[config.mk]
export PLATFORM = sky130hd
export DESIGN_NAME = apb_completer
export DESIGN_NICKNAME = d
export VERILOG_FILES = /design/src/rtl/apb_completer.sv
export SDC_FILE = /design/constraint.sdc
export NUM_CORES = 1
export LEC_CHECK = 0
export CAP_MARGIN = 20
export CORE_UTILIZATION = 30
export DETAILED_ROUTE_END_ITERATION = 12
export GPL_TIMING_DRIVEN = 0
export PLACE_DENSITY_LB_ADDON = 0.05
export SLEW_MARGIN = 20
export SYNTH_ARGS = -nofsm -noshare
export SYNTH_HDL_FRONTEND = slang
export SYNTH_SLANG_ARGS = --single-unit
export TNS_END_PERCENT = 5
[constraint.sdc]
create_clock -name PCLK -period 2.62 [get_ports PCLK]
set_clock_uncertainty 0.2 [all_clocks]
set_input_delay 0.393 -clock PCLK [delete_from_list [all_inputs] [get_ports PCLK]]
set_output_delay 0.393 -clock PCLK [all_outputs]
set_load 0.05 [all_outputs]
[src/rtl/apb_completer.sv]
// APB completer with a small byte-strobed register file.
// Phase tracking IDLE -> SETUP -> ACCESS; transfer fields are latched when the
// requester presents the setup phase and only the latched copy is used after.
// Optional feature: define APB_WAIT_STATES_EN to insert WAIT_CYCLES wait
// states per transfer; otherwise PREADY rises in the first ACCESS cycle.
module apb_completer #(
  parameter int                    ADDR_WIDTH  = 32,
  parameter int                    DATA_WIDTH  = 32,
  parameter int                    NUM_REGS    = 16,
  parameter logic [ADDR_WIDTH-1:0] BASE_ADDR   = '0,
  parameter int                    WAIT_CYCLES = 2
) (
  input  logic                    PCLK,
  input  logic                    PRESET,
  input  logic                    PSEL,
  input  logic                    PENABLE,
  input  logic                    PWRITE,
  input  logic [ADDR_WIDTH-1:0]   PADDR,
  input  logic [DATA_WIDTH-1:0]   PWDATA,
  input  logic [DATA_WIDTH/8-1:0] PSTRB,
  output logic [DATA_WIDTH-1:0]   PRDATA,
  output logic                    PREADY,
  output logic                    PSLVERR
);
  localparam int STRB_WIDTH = DATA_WIDTH / 8;
  localparam int LSB        = $clog2(STRB_WIDTH);
  localparam int IDX_W      = (NUM_REGS > 1) ? $clog2(NUM_REGS) : 1;
  localparam logic [ADDR_WIDTH-1:0] ALIGN_MASK = ADDR_WIDTH'((64'd1 << LSB) - 64'd1);

  typedef enum logic [1:0] {IDLE = 2'd0, SETUP = 2'd1, ACCESS = 2'd2} state_e;

  state_e                  state_q, state_d;
  logic [ADDR_WIDTH-1:0]   addr_q, addr_d;
  logic                    write_q, write_d;
  logic [DATA_WIDTH-1:0]   wdata_q, wdata_d;
  logic [STRB_WIDTH-1:0]   strb_q, strb_d;
  logic [DATA_WIDTH-1:0]   regs_q [NUM_REGS];
  logic [DATA_WIDTH-1:0]   regs_d [NUM_REGS];

  logic                    wait_done;
  logic                    err;
  logic                    commit;
  logic [ADDR_WIDTH-1:0]   off;
  logic [ADDR_WIDTH-1:0]   idx_full;
  logic [IDX_W-1:0]        idx;

`ifdef APB_WAIT_STATES_EN
  localparam int CNT_W = (WAIT_CYCLES > 0) ? $clog2(WAIT_CYCLES + 1) : 1;
  logic [CNT_W-1:0] cnt_q, cnt_d;

  // Wait counter: reload on every setup phase, count down through ACCESS.
  always_comb begin
    cnt_d = cnt_q;
    if (PSEL && !PENABLE)
      cnt_d = CNT_W'(WAIT_CYCLES);
    else if (state_q == ACCESS && cnt_q != '0)
      cnt_d = cnt_q - 1'b1;
  end

  // Wait counter register.
  always_ff @(posedge PCLK) begin
    if (PRESET) cnt_q <= '0;
    else        cnt_q <= cnt_d;
  end

  assign wait_done = (cnt_q == '0);
`else
  assign wait_done = 1'b1;
`endif

  // Address decode and error classification on the latched transfer.
  assign off      = addr_q - BASE_ADDR;
  assign idx_full = off >> LSB;
  assign idx      = idx_full[IDX_W-1:0];
  assign err      = ((addr_q & ALIGN_MASK) != '0)
                 || (addr_q < BASE_ADDR)
                 || (idx_full >= ADDR_WIDTH'(NUM_REGS))
                 || (!write_q && (strb_q != '0));

  assign PREADY  = (state_q == ACCESS) && PSEL && PENABLE && wait_done;
  assign PSLVERR = PREADY && err;
  assign commit  = PREADY && !err && write_q;
  assign PRDATA  = (PREADY && !err && !write_q) ? regs_q[idx] : '0;

  // Next phase, field latching and byte-lane register writes.
  // A setup phase seen in any state restarts the transfer; PSEL+PENABLE in
  // IDLE is a protocol violation and is ignored.
  always_comb begin
    state_d = state_q;
    addr_d  = addr_q;
    write_d = write_q;
    wdata_d = wdata_q;
    strb_d  = strb_q;
    regs_d  = regs_q;
    if (!PSEL) begin
      state_d = IDLE;
    end else if (!PENABLE) begin
      state_d = SETUP;
      addr_d  = PADDR;
      write_d = PWRITE;
      wdata_d = PWDATA;
      strb_d  = PSTRB;
    end else begin
      case (state_q)
        IDLE:    state_d = IDLE;
        SETUP:   state_d = ACCESS;
        ACCESS:  state_d = PREADY ? IDLE : ACCESS;
        default: state_d = IDLE;
      endcase
    end
    if (commit) begin
      for (int b = 0; b < STRB_WIDTH; b++)
        if (strb_q[b]) regs_d[idx][8*b +: 8] = wdata_q[8*b +: 8];
    end
  end

  // Phase FSM, latched fields and register file; reset discards any transfer.
  always_ff @(posedge PCLK) begin
    if (PRESET) begin
      state_q <= IDLE;
      addr_q  <= '0;
      write_q <= 1'b0;
      wdata_q <= '0;
      strb_q  <= '0;
      for (int r = 0; r < NUM_REGS; r++) regs_q[r] <= '0;
    end else begin
      state_q <= state_d;
      addr_q  <= addr_d;
      write_q <= write_d;
      wdata_q <= wdata_d;
      strb_q  <= strb_d;
      regs_q  <= regs_d;
    end
  end
endmodule

# == Word-level counts from Yosys, hierarchy flattened ==
# Index checks and enable logic that the tools add are counted.
# W data, S select, Z words.
# totals
register_bits,583
inputBits,73
output_inout_bits,34
# classes
magnitude_cmp,4
eq_ne,2
n_mux,26
bitwise,3
n_reduce_logical,18
# ops
op,count
$mux W512,7
$bwmux W512,4
$demux W32 S4,4
$bmux W32 S4,1
$mux W32,4
$lt A32 B1 Y1 const B,1
$reduce_bool A32 Y1,1
$ge A30 B5 Y1 const B,1
$mux W24,1
$mux W16,1
$logic_and A1 B1 Y1,8
$mux W8,1
$ge A5 B5 Y1 const B,1
$lt A5 B1 Y1 const B,1
$not A4 Y5,1
$pmux W2 S2,1
$reduce_bool A4 Y1,1
$logic_or A1 B1 Y1,3
$reduce_or A3 Y1,1
$eq A2 B1 Y1 const B,1
$eq A2 B2 Y1 const B,1
$logic_not A1 Y1,2
$mux W2,1
$not A1 Y1,2
other kinds (3),3

# == Logic depth before layout (Yosys ltp) ==
# Gate-level depths: netlist (run 1).
# depth
word_depth,16
mapped_depth,8

# == Least setup slack after synthesis (run 1) ==
# No wires, ideal clock.
# synth_path
kind,flip-flop to output port
startpoint,register addr_q[17]
endpoint,output PRDATA[10]
arrival_time_ns,2.968
t_required_ns,2.027
slack_ns,-0.941
stages_incl_launch_ff,8
path_buffers,3
cell_sequence,dfxtp_1 or4_4 buf_8 buf_12 nor3_1 nand4_1 clkbuf_1 a211oi_1
# synth_between
elab_chain_len,8
word_cells_on_any_way,9
classes_between,order compare: 2; mux: 1; reduce/logical: 6
# synth_rtl
item,line,text
"start, declared",33,"logic [ADDR_WIDTH-1:0] addr_q, addr_d;"
"start signal, assigned",128,addr_q <= addr_d;
$lt A32 B1 Y1,76,|| (addr_q < BASE_ADDR)
$logic_or A1 B1 Y1,76,
$logic_or A1 B1 Y1 (*),77,|| (idx_full >= ADDR_WIDTH'(NUM_REGS))
$logic_or A1 B1 Y1 (*),78,|| (!write_q && (strb_q != '0));
$logic_not A1 Y1 (*),83,assign PRDATA = (PREADY && !err && !write_q) ? regs_q[idx] : '0;
$logic_and A1 B1 Y1 (*) (2 in series),83,
$mux W32 (*),83,
"end, declared",21,"output logic [DATA_WIDTH-1:0] PRDATA,"
# Every way passes the cells marked *; elsewhere a longest branch is shown, timed or not.

# == Worst setup path in the final report (run 1) ==
# layout_path
startpoint,register addr_q[21]
endpoint,output PRDATA[23]
# The elaborated chain is that of the path after synthesis.

==> results.cfg, run 1 <==
[floorplan]
fp.dieW_um = 305.2
core_sq_um = 90560
die_area_sq_um = 93130
std_cell_rows = 110
ios = 107
initial_core_util_pct = 30.45
die_h_um = 305.2

[pwr]
pwr-share-seq_pct = 44.1
pwr-share-comb_pct = 6.9
swShare_pct = 24.22
leakage_nw = 13.86
netSwitchingPower_mw = 4.917
p_int_mw = 15.38
p_clk_share_pct = 49.0
powerDensity_nw_per_um2 = 602.7
vdd_drop_max_mv = 0.4743
finalPower_mw = 20.30

[critical_path]
reg2reg_slack_ns = -0.53
cpPeakStageDelay_ns = 0.60
r2r_end = regs_q[43]
crit_required_ns = 2.03
cp.buffers_inverters = 4
cp_max_fo = 5
path_common_cell = buf_6
critPathCaptureType = output port
path_delay_family = simple AND/OR/NAND/NOR gates
worstRegToRegCells = 5
crit_arrival_ns = 2.98
cp_cell_sequence = or4_4 > buf_16 > nor3_4 > nand4_1 > buf_6 > buf_12 > a211oi_4 > buf_6
cp_slowest_cell = or4_4
rr_startpoint = addr_q[14]
critPathKind = flop to output port
cp-start-kind = flop

[cts]
cts_tree = yes
cts_root_buf = clkbuf_16
numCtsBuffers = 72
cts_sinks = 583
htree_levels = 3
clk_pin_slew_ns = 0.06
cts_hold_buf = 0
clkLatencyLatePin_ns = 0.62
clockBufferDepth = 3

[outcome]
violations = negative setup slack
status = complete, but fails checks

[sta]
post-route-min-period_ns = 3.576
setup_viol_count_final = 532
tightest_slew_ns = 1.095
rsz0062_at_grt = yes
finalMaxSlewViolations = 0
timing.fmax_mhz = 279.6
finalHoldViolations = 0
fin_ws_ns = -0.9561
maxSlewHeadroom_pct = 27.02
fin_crit_sh_pct = 136.5

[route]
drtIter0Drc = 1029
num_vias = 19196
drt_wl_total_um = 99200
first_pass_iters = 5
viasPerCell = 4.955
drc = 0
drt-wirelength-per-cell_um = 25.61
ant_nets = 0

[worst_hold_path]
hold_end = strb_q[3]
hold_start = PSTRB[3]
hp-class = primary input to flop
worstHoldPathCells = 3

[global_routing]
grt_first_pass_wirelength_um = 144500
grt_pass1_vias = 20631
antenna_found_initial = 10
track_usage_pct = 21.33
grt_max_degree = 12
overflow = 0

[flow_run]
maxCapViolCount = 0

[synth]
synth.distinct_cells = 34
synth_nets = 2529
syn_inst = 2454
synth_warnings = 0
postSynthAreaPerCell_sq_um = 11.24
netlist_area_sq_um = 27580
seq_area_frac_synth_pct = 42.32
ys_ff_latch = 583

[cells_and_area]
design_area_sq_um = 33680
final_nets = 2717
syn2layout_area_growth_pct = 22.13
utilization_pct = 37.19
drive_gt1_share_pct = 18.89
n_fill_cell = 8857

[placed_design]
gp_routability_congestion = 0.8062
postPlaceCellArea_sq_um = 30550
hpwl_um = 70100
dpl_worst_slack_ns = -2.188
port_buffers = 105
worst reg2reg max path, cell delays in order (launching register included):
cell     delay (ns)
dfxtp_1        0.32
or4_4          0.57
buf_6          0.17
nor4_4         0.76
nand3_2        0.72
mux2i_1        0.33
power by group through the flow:
stage	clock network, mW	registers, mW	logic (mW)
3_3_place_gp	0	9.14	1.32
4_1_cts	10.2	8.95	1.43
2_1_floorplan	0	9.13	0.749
6_report	9.94	8.95	1.41
5_1_grt	10.6	8.95	1.48
3_5_place_dp	0	9.14	1.33
how the worst max path moves through the flow:
stage	start	end	slack, ns	cells past startpoint
2_1_floorplan	addr_q[21]	PRDATA[10]	-0.36	7
3_3_place_gp	addr_q[3]	PRDATA[21]	-2.24	8
3_5_place_dp	addr_q[3]	PRDATA[21]	-2.19	8
4_1_cts	addr_q[20]	PRDATA[24]	-1.06	9
5_1_grt	addr_q[21]	PRDATA[23]	-1.01	8
6_report	addr_q[21]	PRDATA[23]	-0.96	8
per-layer routing:
layer  vias up  wire, um  share of wire, %  track usage, %
li1       8910         -                 -               -
met3       138      4457               4.5           3.466
met5         -        26             0.026               0
met2       437     46730                47           35.55
met1      9707     45450                46           28.28
met4         4      2534               2.6           6.322
cell families after synthesis:
kind of cell	Yosys count	synth area share, %
buffers and inverters	228	3.571
AO/OA/AOI/OAI	135	3.036
adder cells (fa/ha/maj)	2	0.09073
AND/OR/NAND/NOR	834	20.78
flip-flops	583	42.32
multiplexers	672	30.20
per-stage QoR:
step                hold WS, ns  instances  TNS, ns
global route             0.1225       3871  -138.02
global placement         0.2448       3735  -466.83
CTS                     0.08649       3871  -110.40
detailed placement       0.2469       3735  -473.35
finish                   0.1236       3874  -107.68
floorplan                0.2308       2454   -10.13
cell usage in the layout (no fill, tap or decap), types with 4 or more instances in the layout:
master           instances
buf_8                    7
inv_1                    5
a21oi_1                 69
or4_4                    4
or3b_2                   4
nand3b_1                 8
a211oi_1                 7
clkbuf_4                11
nand3_4                 51
nor4_4                  18
clkbuf_1               164
nand3_2                  9
buf_12                   9
a211oi_2                24
mux4_2                 128
nand2_1                139
nand3_1                  5
nand2b_1               545
a211oi_4                33
clkbuf_2                15
clkdlybuf4s50_1         71
clkbuf_8                24
dfxtp_1                581
nor2b_1                 33
clkbuf_16               78
buf_4                   14
mux2i_2                  4
buf_6                   56
and3_1                   5
mux2i_1                540
clkinv_2                 5
flip-flops by register name, indices dropped and copies added (netlist names):
name	flops
write_q	1
state_q	2
wdata_q	32
regs_q	512
addr_q	32
strb_q	4
cells in the mapped netlist:
cell	number	share of area [%]
a211oi_1	64	1.7
a21oi_1	70	1.3
a31oi_1	1	0.023
and3_1	5	0.11
and4b_1	1	0.036
buf_1	9	0.12
buf_12	1	0.073
buf_2	30	0.54
buf_4	2	0.054
buf_6	6	0.25
buf_8	2	0.11
clkbuf_1	173	2.4
dfxtp_1	583	42
ha_1	2	0.091
inv_1	5	0.068
mux2i_1	544	20
mux4_2	128	10
nand2_1	139	1.9
nand2b_1	545	12
nand3_1	5	0.091
nand3_2	18	0.65
nand3_4	42	2.7
nand3b_1	8	0.22
nand4_1	1	0.023
nand4b_1	1	0.032
nor2_1	3	0.041
nor2b_1	33	0.75
nor3_1	1	0.018
nor3_4	2	0.12
nor4_1	3	0.068
nor4_4	18	1.4
or3b_2	4	0.13
or4_1	2	0.054
or4_4	3	0.12
what timing repair did:
item / CTS / global route
pin swaps: 22 / 9
buffers inserted: 9 / 2
gates resized for setup: 392 / 47
setup endpoints to repair: 588 / 570
gates cloned: 1 / 0
final cells by class:
type                            instances  area [sq um]  share of cell area (%)
Multi-Input combinational cell       1643         15560                   46.20
Clock inverter                          7         42.54                  0.1263
Antenna cell                            3         7.507                 0.02229
Buffer                                220          1391                   4.131
Clock buffer                          120          2288                   6.795
Sequential cell                       583         11670                   34.66
Tap cell                             1176          1471                   4.369
Timing Repair Buffer                  117          1224                   3.634
Inverter                                5         18.77                 0.05573
Note: power is estimated with default switching activity, not from simulation.
==> run 2, diff against run 1 <==
- ABC_CLOCK_PERIOD_IN_PS: unset -> 2620
- CORE_ASPECT_RATIO: unset -> 2
==> run 2 against run 1 <==
Net effect: the flow still finishes with violations (negative setup slack); sequential cell count did not move; final cell count is 0.15% lower; worst hold slack got worse by 0.029 ns; sequential share of layout area grew 0.19 points; via count fell by 0.49%; critical path depth is the same; register-to-register slack improved by 0.05 ns; first-iteration DRC count is 12% lower; clock power is 3.6% lower; setup slack got worse by 0.0081 ns; global-route usage up 0.94 points; critical endpoint is now PRDATA[21]; largest power group unchanged; highest routed layer is now met4.
==> results.cfg, run 2 (synthesis results as in run 1) <==
[outcome]
status = complete, but fails checks
violations = negative setup slack

[sta]
setup_viol_count_final = 453
maxSlewHeadroom_pct = 28.84
tightest_slew_ns = 1.067
fin_crit_sh_pct = 136.8
finalHoldViolations = 0
post-route-min-period_ns = 3.584
fin_ws_ns = -0.9642
whs_ns = 0.09411
finalMaxSlewViolations = 0
rsz0062_at_grt = yes
timing.fmax_mhz = 279.0

[cells_and_area]
final_cell_mix = dfxtp_1 (580), nand2b_1 (545), mux2i_1 (539), clkbuf_1 (157), nand2_1 (139)
final_nets = 2701
final_common_cell = dfxtp_1
n_fill_cell = 8986
syn2layout_area_growth_pct = 21.47
largestRegisters = regs_q x512, addr_q x32, wdata_q x32
drive_gt1_share_pct = 18.77
largest_register = regs_q
largest_reg_flops = 512

[cts]
clockBufferDepth = 3
clk_pin_slew_ns = 0.06
clkLatencyLatePin_ns = 0.65
numCtsBuffers = 58
cts_sinks = 583
cts_tree = yes
cts_root_buf = clkbuf_16
htree_levels = 2

[floorplan]
die_area_sq_um = 93210
ios = 107
core_sq_um = 91340
std_cell_rows = 157
fp.dieW_um = 216.4
die_h_um = 430.8
initial_core_util_pct = 30.19

[global_routing]
grt_first_pass_wirelength_um = 148000
grt_pass1_vias = 20863
grt_max_degree = 16
antenna_found_initial = 8
track_usage_pct = 22.27
overflow = 0

[route]
drt_wl_total_um = 102900
drt-wirelength-per-cell_um = 26.61
viasPerCell = 4.938
num_vias = 19102
ant_nets = 0
first_pass_iters = 5
drc = 0
drtIter0Drc = 902

[placed_design]
gp_routability_congestion = 0.8137
port_buffers = 105
hpwl_um = 75280

[critical_path]
critPathKind = flop to output port
crit_required_ns = 2.03
crit_arrival_ns = 2.99
cp-start-kind = flop
cp_max_fo = 6
critPathCaptureType = output port

[worst_hold_path]
hp-class = primary input to flop

[pwr]
finalPower_mw = 19.92
powerDensity_nw_per_um2 = 594.7
vdd_drop_max_mv = 0.5215
leakage_nw = 13.73

[flow_run]
maxCapViolCount = 0
## run 2: changes by cell type in the layout (fill, tap and decap cells not counted), sizes merged
cell / change
bufinv: +12
clkinv: +7
clkdlybuf4s15: -1
clkinvlp: +3
inv: -2
buf: -4
diode: -2
clkbuf: -35
## run 2: metrics by stage
stage                     util (%)  TNS, ns  cell area, sq um  setup slack, ns  std cells
after global placement       33.46  -498.14             30560           -2.203       3751
after global routing         36.67  -115.92             33490           -1.074       3867
after CTS                    36.52  -127.41             33360           -1.068       3869
after floorplan                  -   -10.13             28020          -0.3594       2454
final                        36.67   -83.97             33490          -0.9642       3868
after detailed placement     33.47  -507.28             30570           -2.196       3751
## run 2: final timing paths
kind | startpoint | end | slack, ns | cells after the start
max | addr_q[19] | PRDATA[21] | -0.96 | 8
min | PWDATA[21] | wdata_q[21] | 0.09 | 3
max reg2reg | addr_q[14] | regs_q[53] | -0.48 | 5
min reg2reg | addr_q[11] | addr_q[11] | 0.26 | 2
## run 2: critical path: stages, from the launching register on
cell and delay [ns]:
dfxtp_1 0.31, or4_4 0.62, buf_16 0.17, nor3_4 0.22, nand4_1 0.12, buf_6 0.20, clkbuf_16 0.20, a211oi_4 0.29
buf_6 0.20
## run 2: metal layers
metal  vias to the layer above  part of all wire, %  track usage (%)  wire length [um]
met1                      9624                   37            23.60             38340
li1                       8871                    -                -                 -
met5                         -                    0                0                 0
met2                       429                   55            43.28             56890
met4                         0                  4.2            9.224              4326
met3                       178                  3.3            2.864              3357
## run 2: where the power goes
part / switching [mW] / internal [mW] / total (mW)
clock: 3.90 / 5.68 / 9.58
combinational: 0.873 / 0.517 / 1.39
sequential: 0.0382 / 8.91 / 8.95
total: 4.81 / 15.1 / 19.9
## run 2: final cells by class
type                       instances  area, sq um  share of cell area (%)
buffer                           219         1351                   4.034
sequential                       583        11670                   34.86
clock inverter                    27        446.7                   1.334
clock buffer                      82         1695                   5.062
timing repair buffer             116         1219                   3.638
tap                             1192         1491                   4.453
inverter                           5        18.77                 0.05603
antenna                            1        2.502                0.007471
multi-input combinational       1643        15600                   46.56
## run 2: repair_timing
item                                    4_1_cts  5_1_grt
pin swaps                                    26       15
setup buffers                                 8        1
endpoints found under the setup margin      569      546
gates cloned                                  2        0
gates resized for setup                     392       50
hold buffers                                  0        0
==> run 3, diff against run 2 <==
- GPL_TIMING_DRIVEN: 0 -> unset
==> run 3 against run 2 <==
Net effect: the flow still finishes with violations (negative setup slack); global-route usage fell by 5.4 points; utilization grew 1.3 points; fmax grew 8.5%; register-to-register slack gained 0.59 ns; sequential power hardly changed.
==> results.cfg, run 3 (synthesis results as in run 1) <==
[floorplan]
ios = 107
fp.dieW_um = 216.4
die_area_sq_um = 93210
std_cell_rows = 157
initial_core_util_pct = 30.19
core_sq_um = 91340
die_h_um = 430.8

[sta]
tightest_slew_ns = 0.6825
finalMaxSlewViolations = 0
maxSlewHeadroom_pct = 54.50
fin_crit_sh_pct = 126.1
whs_ns = 0.09947
rsz0062_at_grt = yes
fin_setup_tns_ns = -20.63
fin_ws_ns = -0.6830
timing.fmax_mhz = 302.8
setup_viol_count_final = 33
post-route-min-period_ns = 3.303
finalHoldViolations = 0

[pwr]
powerDensity_nw_per_um2 = 543.2
vdd_drop_max_mv = 0.4761
leakage_nw = 14.45

[critical_path]
path_common_cell = buf_12
startpoint = addr_q[29]
cpPeakStageDelay_ns = 0.57
critPathCaptureType = output port
crit_arrival_ns = 2.71
reg2reg_slack_ns = 0.11
cp_cell_sequence = or4_4 > nor3_4 > nand4_1 > buf_12 > buf_12 > a211oi_4 > buf_12
rr_startpoint = addr_q[25]
cp-start-kind = flop
cp.buffers_inverters = 3
critPathKind = flop to output port
crit_required_ns = 2.03
path_delay_family = simple AND/OR/NAND/NOR gates
cp_max_fo = 8
cp_slowest_cell = or4_4

[cts]
cts_sinks = 583
clkLatencyLatePin_ns = 0.64
numCtsBuffers = 57
cts_root_buf = clkbuf_16
htree_levels = 2
clockBufferDepth = 3
cts_tree = yes
clk_pin_slew_ns = 0.07

[global_routing]
track_usage_pct = 16.89
grt_pass1_vias = 19941
antenna_found_initial = 2
overflow = 0
grt_max_degree = 123
grt_first_pass_wirelength_um = 121300

[worst_hold_path]
hold_start = PWDATA[6]
hp-class = primary input to flop

[route]
drt_wl_total_um = 77630
first_pass_iters = 5
num_vias = 18302
drtIter0Drc = 714
drt-wirelength-per-cell_um = 20.09
viasPerCell = 4.737
ant_nets = 0
drc = 0

[cells_and_area]
n_fill_cell = 8892
final_nets = 2704
design_area_sq_um = 34640
largest_reg_flops = 512
drive_gt1_share_pct = 23.95
utilization_pct = 37.92
largestRegisters = regs_q x512, addr_q x32, wdata_q x32
final_common_cell = dfxtp_1
syn2layout_area_growth_pct = 25.63
largest_register = regs_q
final_cell_mix = dfxtp_1 (578), nand2b_1 (544), mux2i_1 (539), buf_4 (160), nand2_1 (139)
antennaDiodeCount = 0

[placed_design]
gp_routability_congestion = 0.7176
port_buffers = 106
postPlaceCellArea_sq_um = 32340
dpl_worst_slack_ns = -0.3376
hpwl_um = 52450

[flow_run]
maxCapViolCount = 0

[outcome]
status = complete, but fails checks
violations = negative setup slack
## run 3: changes by cell type in the layout (fill, tap and decap cells not counted), moves of 12 or more
cell	change
a211oi_2	-13
buf_12	+92
buf_4	+144
buf_6	-54
clkbuf_1	-144
clkbuf_4	-12
## run 3: area by class of cell
cell class | instances | area, sq um | share of cell area, %
clock buffer | 86 | 1718 | 4.959
inverter | 5 | 18.77 | 0.05418
multi-input combinational | 1643 | 15520 | 44.80
timing repair buffer | 339 | 4019 | 11.60
tap | 1192 | 1491 | 4.305
sequential | 583 | 11690 | 33.74
clock inverter | 16 | 187.7 | 0.5418
## run 3: worst min-delay path: stages
cell and delay [ns]:
clkdlybuf4s50_1 0.40, nand2_1 0.06, a21oi_1 0.05
## run 3: stage by stage
step           total power [mW]  cells
3_3_place_gp              10.37   3747
6_report                  18.82   3864
5_1_grt                   19.56   3864
4_1_cts                   19.18   3860
2_1_floorplan             9.878   2454
3_5_place_dp              10.38   3747
## run 3: per-layer routing
layer / vias up / global-route usage [%] / share of wire, %
met5: - / 0 / 0.037
met4: 4 / 4.745 / 2.3
met3: 89 / 2.152 / 2.7
met2: 232 / 31.47 / 53
met1: 9123 / 19.93 / 42
li1: 8854 / - / -
## run 3: repair_timing
action                     4_1_cts  5_1_grt
hold endpoints to repair         4        0
setup endpoints to repair      121       38
pin swaps                       10        7
buffers inserted                10        4
hold buffers                     1        0
gates resized for setup         29       16
## run 3: final timing paths
| check | to | cells after the start |
|---|---|---|
| min | wdata_q[6] | 3 |
| max | PRDATA[25] | 7 |
| max reg2reg | regs_q[404] | 6 |
| min reg2reg | wdata_q[24] | 2 |
## run 3: power by group
group          switching (mW)  internal [mW]
combinational           0.662          0.579
sequential             0.0497           8.91
clock                    3.73           4.89
total                    4.44           14.4
